===== src/rtl/muldiv_seq.sv =====
// Iterative 32-step multiply/divide unit for the MIPS Execute stage.
// Owns HI/LO, runs shift-add or restoring divide on operand magnitudes, then fixes signs.
module muldiv_seq #(
    parameter int ITERS = 32
) (
    input  logic        clk,
    input  logic        reset,
    input  logic        StartE,
    input  logic [1:0]  MdOpE,
    input  logic [31:0] SrcAE,
    input  logic [31:0] SrcBE,
    input  logic        MfhiE,
    input  logic        MfloE,
    input  logic        MthiE,
    input  logic        MtloE,
    output logic [31:0] HiOut,
    output logic [31:0] LoOut,
    output logic        BusyMD,
    output logic        StallMD
);

    localparam int CW = $clog2(ITERS);

    typedef enum logic [1:0] {IDLE, RUN, FIX} state_t;

    state_t        state_q, state_d;
    logic [CW-1:0] cnt_q, cnt_d;
    logic [31:0]   opb_q, opb_d;    // multiplicand (mul) or divisor (div) magnitude
    logic [31:0]   acc_q, acc_d;    // product high half or partial remainder
    logic [31:0]   wrk_q, wrk_d;    // multiplier shifting out, or dividend/quotient
    logic          is_div_q, is_div_d;
    logic          negq_q, negq_d;
    logic          negr_q, negr_d;
    logic          dz_q, dz_d;
    logic [31:0]   hi_q, hi_d;
    logic [31:0]   lo_q, lo_d;

    logic          sign_a, sign_b;
    logic [31:0]   mag_a, mag_b;
    logic [32:0]   sum;
    logic [32:0]   rem_sh;
    logic [33:0]   diff;
    logic [63:0]   prod;

    function automatic logic [31:0] neg32(input logic [31:0] v, input logic en);
        return en ? (~v + 32'd1) : v;
    endfunction

    function automatic logic [63:0] neg64(input logic [63:0] v, input logic en);
        return en ? (~v + 64'd1) : v;
    endfunction

    always_comb begin
        state_d  = state_q;
        cnt_d    = cnt_q;
        opb_d    = opb_q;
        acc_d    = acc_q;
        wrk_d    = wrk_q;
        is_div_d = is_div_q;
        negq_d   = negq_q;
        negr_d   = negr_q;
        dz_d     = dz_q;
        hi_d     = hi_q;
        lo_d     = lo_q;

        sign_a = ~MdOpE[0] & SrcAE[31];
        sign_b = ~MdOpE[0] & SrcBE[31];
        mag_a  = neg32(SrcAE, sign_a);
        mag_b  = neg32(SrcBE, sign_b);

        sum    = {1'b0, acc_q} + (wrk_q[0] ? {1'b0, opb_q} : 33'd0);
        rem_sh = {acc_q, wrk_q[31]};
        diff   = {1'b0, rem_sh} - {2'b00, opb_q};
        prod   = neg64({acc_q, wrk_q}, negq_q);

        case (state_q)
            IDLE: begin
                if (StartE) begin
                    state_d  = RUN;
                    cnt_d    = '0;
                    is_div_d = MdOpE[1];
                    negq_d   = sign_a ^ sign_b;
                    negr_d   = sign_a;
                    dz_d     = MdOpE[1] & (SrcBE == 32'd0);
                    acc_d    = 32'd0;
                    opb_d    = MdOpE[1] ? mag_b : mag_a;
                    wrk_d    = MdOpE[1] ? mag_a : mag_b;
                end else begin
                    if (MthiE) hi_d = SrcAE;
                    if (MtloE) lo_d = SrcAE;
                end
            end
            RUN: begin
                cnt_d = cnt_q + CW'(1);
                if (is_div_q) begin
                    acc_d = diff[33] ? rem_sh[31:0] : diff[31:0];
                    wrk_d = {wrk_q[30:0], ~diff[33]};
                end else begin
                    acc_d = sum[32:1];
                    wrk_d = {sum[0], wrk_q[31:1]};
                end
                if (cnt_q == CW'(ITERS - 1)) state_d = FIX;
            end
            FIX: begin
                state_d = IDLE;
                cnt_d   = '0;
                if (is_div_q) begin
                    // Remainder after a zero divisor is |dividend|; negr restores the original.
                    hi_d = neg32(acc_q, negr_q);
                    lo_d = dz_q ? 32'hFFFF_FFFF : neg32(wrk_q, negq_q);
                end else begin
                    hi_d = prod[63:32];
                    lo_d = prod[31:0];
                end
            end
            default: state_d = IDLE;
        endcase
    end

    always_ff @(posedge clk) begin
        if (reset) begin
            state_q  <= IDLE;
            cnt_q    <= '0;
            opb_q    <= 32'd0;
            acc_q    <= 32'd0;
            wrk_q    <= 32'd0;
            is_div_q <= 1'b0;
            negq_q   <= 1'b0;
            negr_q   <= 1'b0;
            dz_q     <= 1'b0;
            hi_q     <= 32'd0;
            lo_q     <= 32'd0;
        end else begin
            state_q  <= state_d;
            cnt_q    <= cnt_d;
            opb_q    <= opb_d;
            acc_q    <= acc_d;
            wrk_q    <= wrk_d;
            is_div_q <= is_div_d;
            negq_q   <= negq_d;
            negr_q   <= negr_d;
            dz_q     <= dz_d;
            hi_q     <= hi_d;
            lo_q     <= lo_d;
        end
    end

    assign HiOut   = hi_q;
    assign LoOut   = lo_q;
    assign BusyMD  = (state_q != IDLE);
    assign StallMD = BusyMD & (StartE | MfhiE | MfloE | MthiE | MtloE);

endmodule


===== config.mk =====
export PLATFORM = sky130hd
export DESIGN_NAME = muldiv_seq
export DESIGN_NICKNAME = d
export VERILOG_FILES = /design/src/rtl/muldiv_seq.sv
export SDC_FILE = /design/constraint.sdc
export NUM_CORES = 1
export LEC_CHECK = 0
export BUFFER_PORTS_ARGS = -buffer_cell sky130_fd_sc_hd__buf_4
export CAP_MARGIN = 20
export CORE_AREA = 2 2 185 187
export CTS_CLUSTER_DIAMETER = 60
export DETAILED_ROUTE_END_ITERATION = 10
export DIE_AREA = 0 0 187 189
export SYNTH_ARGS = -nofsm -noshare
export SYNTH_HDL_FRONTEND = slang
export SYNTH_SLANG_ARGS = --single-unit

===== constraint.sdc =====
create_clock -name clk -period 4.8 [get_ports clk]
set_input_delay 1.44 -clock clk [delete_from_list [all_inputs] [get_ports clk]]
set_output_delay 1.44 -clock clk [all_outputs]
set_load 0.05 [all_outputs]

After elaboration in Yosys (flattened, before gate mapping)
Index checks and enable logic that the tools add are counted.
- flip-flop bits (word level): 171
- bits of input ports: 73
- output and inout port bits: 66
- logic and storage cells: 84
- add/subtract/negate cells: 8
- equal/unequal tests: 8
- muxes and demuxes: 29
- bitwise gates (word level): 16
- reduce and logical (&&, ||, !) cells: 12
- operators by type and width (kind ; number):
    32-bit two-way mux ; 19
    32-bit case mux with 2 select lines ; 4
    32-bit by 1-bit adder with 32-bit output, second input constant ; 4
    32-bit NOT ; 4
    64-bit by 1-bit adder with 64-bit output, second input constant ; 1
    64-bit two-way mux ; 1
    64-bit NOT ; 1
    33-bit by 32-bit subtractor with 34-bit output ; 1
    32-bit by 32-bit adder with 33-bit output ; 1
    32-bit zero test ; 1
    5-bit case mux with 3 select lines ; 1
    2-bit != test, second input constant ; 5
    2-bit AND reduction ; 4
    3-bit AND reduction ; 2
    2-bit nonzero test ; 3
    5-bit by 1-bit adder with 5-bit output, second input constant ; 1
    5-bit equality test, second input constant ; 1
    5-bit two-way mux ; 1
    1-bit bitwise AND ; 4
    2-bit two-way mux ; 2
    1-bit OR ; 4
    2-bit case mux with 2 select lines ; 1
    3-bit nonzero test ; 1
    2-bit by 1-bit equality test with 1-bit output, second input constant ; 1
    4 further kinds ; 5

Longest topological paths before layout
- word-level depth: 6
- gate-level depth with buffers: 15
- mapped depth without buffers: 14

Least setup slack after synthesis
No wires, ideal clock.
- path kind: input to output
- start point: input port StartE
- end point: output port StallMD
- data arrival time: 2510 ps
- slack: 850 ps
- stages: 3
- cells stage by stage: clkbuf_1 nor3_1 a21oi_1
- cells in the longest elaborated chain, start to end: 5
- ends and longest elaborated chain (element ; line ; source):
    start, declared ; 8 ; input logic StartE,
    1-bit OR (4 in a row) ; 151 ; assign StallMD = BusyMD & (StartE | MfhiE | MfloE | MthiE | MtloE);
    1-bit bitwise AND ; 151 ;
    end, declared ; 19 ; output logic StallMD
Every way passes these cells.

Worst setup path in the final report
- start point: register acc_q[1]
- end point: register acc_q[24]
- cells in the longest elaborated chain, start to end: 4
- ends and longest elaborated chain (element ; line ; source):
    start, declared ; 29 ; logic [31:0] acc_q, acc_d;
    start signal, assigned ; 125 ; acc_q <= 32'd0;
    start signal, assigned ; 137 ; acc_q <= acc_d;
    33-bit by 32-bit subtractor with 34-bit output ; 73 ; diff = {1'b0, rem_sh} - {2'b00, opb_q};
    32-bit two-way mux ; 96 ; acc_d = diff[33] ? rem_sh[31:0] : diff[31:0];
    32-bit two-way mux (*) ; 95 ; if (is_div_q) begin
    32-bit case mux with 2 select lines (*) ; 76 ; case (state_q)
Every way passes the cells marked *; elsewhere a longest branch is shown, timed or not.
A chain may end at the register's enable or synchronous reset.

==> flow_metrics.tcl <==
set metrics [dict create \
    yosysSeqAreaShare 0.232 \
    fillerInstances 3417 \
    initial_utilization 0.443 \
    cts_buffers 17 \
    synth_area_um2 14700 \
    synth-edff-count 0 \
    rsz0062_at_grt "no" \
    instances_no_fill 2537 \
    slew_headroom 0.349 \
    drtIter0Drc 1392 \
    cts_resized 0 \
    rows 67 \
    postCtsHoldBufs 0 \
    hold_path_startpoint "opb_q[15]$_SDFFE_PP0P_" \
    ys_seq_elements 171 \
    hold_path_depth 2 \
    clkTransAtPathRegs_ns 0.07 \
    worstPathMaxFanout 10 \
    fin_crit_sh 0.883 \
    dieHeight_um 189 \
    clockBufferDepth 2 \
    avgSynthCellArea_um2 7.26 \
    final_layout_size_suffix_gt1_frac 0.122 \
    clock_skew_ns 0.0122 \
    htreeDepth 4 \
    grt_pass1_vias 14400 \
    max_clock_freq_ghz 0.236 \
    drv_cap 0 \
    routabilityCongestion 0.962 \
    dr_total_vias 15500 \
    ys_warn_count 0 \
    powerDensity_nw_per_um2 271 \
    hold_class "reg2reg" \
    synth_async_sr_flop_share 0 \
    dp_cells 2505 \
    dp.final_hpwl_um 43500 \
    diodes 0 \
    numPortBuffers 138 \
    wl_um 57300 \
    grt_max_degree 68 \
    syn-num-nets 2175 \
    synthToLayoutAreaGrowth_pct 12.7 \
    startpoint "acc_q[1]$_SDFFE_PP0P_" \
    grtUsageTotal 0.317 \
    clock-sinks 171 \
    drtAntennaViolNets 0 \
    peakVddDrop_mv 0.275 \
    synth_cell_types 87 \
    dieArea_um2 35300 \
    grt_pass1_wl_um 85800 \
    final-hold-violation-count 0 \
    placed_area_um2 16000 \
    vias_per_cell 6.12 \
    clock_latency_ns 0.46 \
    ios 139 \
    power_leakage_uw 0.00673 \
    fin_area_um2 16600 \
    synthTopCellsByArea "dfxtp_1, a21oi_1, nor2_1" \
    yosys.area.top_type "dfxtp_1" \
    ys_top_cells_by_count "nor2_1, a21oi_1, nand2_1, dfxtp_1, o21ai_0" \
    status "completed" \
    crit_type "reg2reg" \
    critPathRequiredTime_ns 5.14 \
    setup_tns_ns 0 \
    die_width_um 187 \
    nets 2221 \
    cp.arrival_ns 4.58 \
    drc 0 \
    reg2reg_from "acc_q[1]$_SDFFE_PP0P_" \
    yosysMostFrequentCell "nor2_1" \
    cp-end-kind "flip-flop" \
    cpMaxStageDelayCell "a2111oi_0" \
    finalCriticalPeriod_ns 4.24 \
    postCtsSetupRepairBufs 0 \
    finalSetupViolCount 0 \
    synth_cells 2030 \
    synth_top_cell_area_share 0.232 \
    cts_tree "built" \
    slowest_delay_ns 0.67 \
    utilization 0.499 \
    ctsRootBufferMaster "clkbuf_16" \
    startpoint_type "flip-flop" \
    post_drt_wl_per_cell_um 22.6 \
    first_pass_iters 5 \
    tightest_slew_ns 0.976 \
    ff2ff_path_depth 12 \
    fp.coreArea_um2 33300 \
    ys.flop_type "dfxtp_1" \
    crit_chain "ha_1 > a211oi_1 > nor2_1 > o31ai_1 > a31oi_1 > a221o_1 > a2111oi_0 > buf_4 > o31ai_1 > a21oi_1 > xnor2_1 > a221o_1" \
    slew_viol_final 0 \
    antenna_found_initial 0 \
    grt_overflow 0 \
]
[final timing paths]
check	to	slack, ns
hold reg to reg	opb_q[15]$_SDFFE_PP0P_	0.45
hold / removal	opb_q[15]$_SDFFE_PP0P_	0.45
setup / recovery	acc_q[24]$_SDFFE_PP0P_	0.56
setup reg to reg	acc_q[24]$_SDFFE_PP0P_	0.56
[final cells by class]
| class | instances | area (um^2) | area share |
|---|---|---|---|
| clock buffers | 18 | 429 | 0.0258 |
| inverters | 76 | 285 | 0.0172 |
| repair buffers | 176 | 1320 | 0.0795 |
| well taps | 448 | 561 | 0.0337 |
| flip-flops and latches | 171 | 3430 | 0.206 |
| multi-input cells | 1634 | 10400 | 0.628 |
| clock inverters | 14 | 158 | 0.00949 |
[routing by layer]
layer  global-route usage  vias up  share of wire
met4                0.170        0          0.056
met1                0.404     7348           0.42
li1                     -     7427              -
met5                    0        -              0
met2                0.508      608           0.45
met3               0.0601      134          0.068
[critical path, delay by kind of cell (launching register included)]
family,cells,cell delay (ns)
AOI/OAI and AO/OA,8,2.75
DFF,1,0.61
adders and majority gates,1,0.33
buffers and inverters,1,0.23
and+or+nand+nor,1,0.12
xor gates and xnor gates,1,0.09
[per-stage QoR]
stage | hold slack, ns | worst slack [ns] | total power, uW
after detailed placement | 0.446 | 0.527 | 3050
after floorplan | 0.432 | 0.850 | 2600
after global routing | 0.464 | 0.520 | 4710
after global placement | 0.442 | 0.609 | 3050
after CTS | 0.454 | 0.734 | 4500
final | 0.451 | 0.562 | 4510
[logic make-up (layout without fill, tap and decap cells)]
logic type,Yosys count,in the layout,synth area share
AOI/OAI and AO/OA,697,697,0.299
xor gates and xnor gates,165,165,0.0980
adders and majority gates,72,72,0.0621
buffers and inverters,225,284,0.0638
DFF,171,171,0.232
muxes,62,62,0.0428
and+or+nand+nor,638,638,0.202
[state kept, by name, indices dropped and copies added (netlist names)]
register,count
is_div_q,1
negr_q,1
state_q,2
cnt_q,5
LoOut,32
negq_q,1
wrk_q,32
HiOut,32
opb_q,32
dz_q,1
acc_q,32
[layout by cell type (no fill, tap or decap), types with 32 or more instances in the layout]
| cell | netlist | layout |
|---|---|---|
| nor2_1 | 239 | 235 |
| dfxtp_1 | 171 | 170 |
| buf_4 | 1 | 176 |
| inv_1 | 74 | 74 |
| mux2i_1 | 54 | 54 |
| a211oi_1 | 41 | 41 |
| nand2_1 | 176 | 176 |
| o21ai_0 | 153 | 153 |
| a21oi_1 | 202 | 202 |
| xor2_1 | 63 | 63 |
| a31oi_1 | 33 | 32 |
| nor3_1 | 49 | 48 |
| a21o_1 | 45 | 45 |
| ha_1 | 70 | 70 |
| xnor2_1 | 102 | 102 |
| o211ai_1 | 48 | 48 |
| a22oi_1 | 33 | 33 |
[where the power goes]
part | total [uW] | switching [uW] | internal [uW]
Clock | 1460 | 677 | 780
Sequential | 1620 | 121 | 1500
Combinational | 1430 | 899 | 528
No activity file was read; power rests on OpenSTA's default activity.
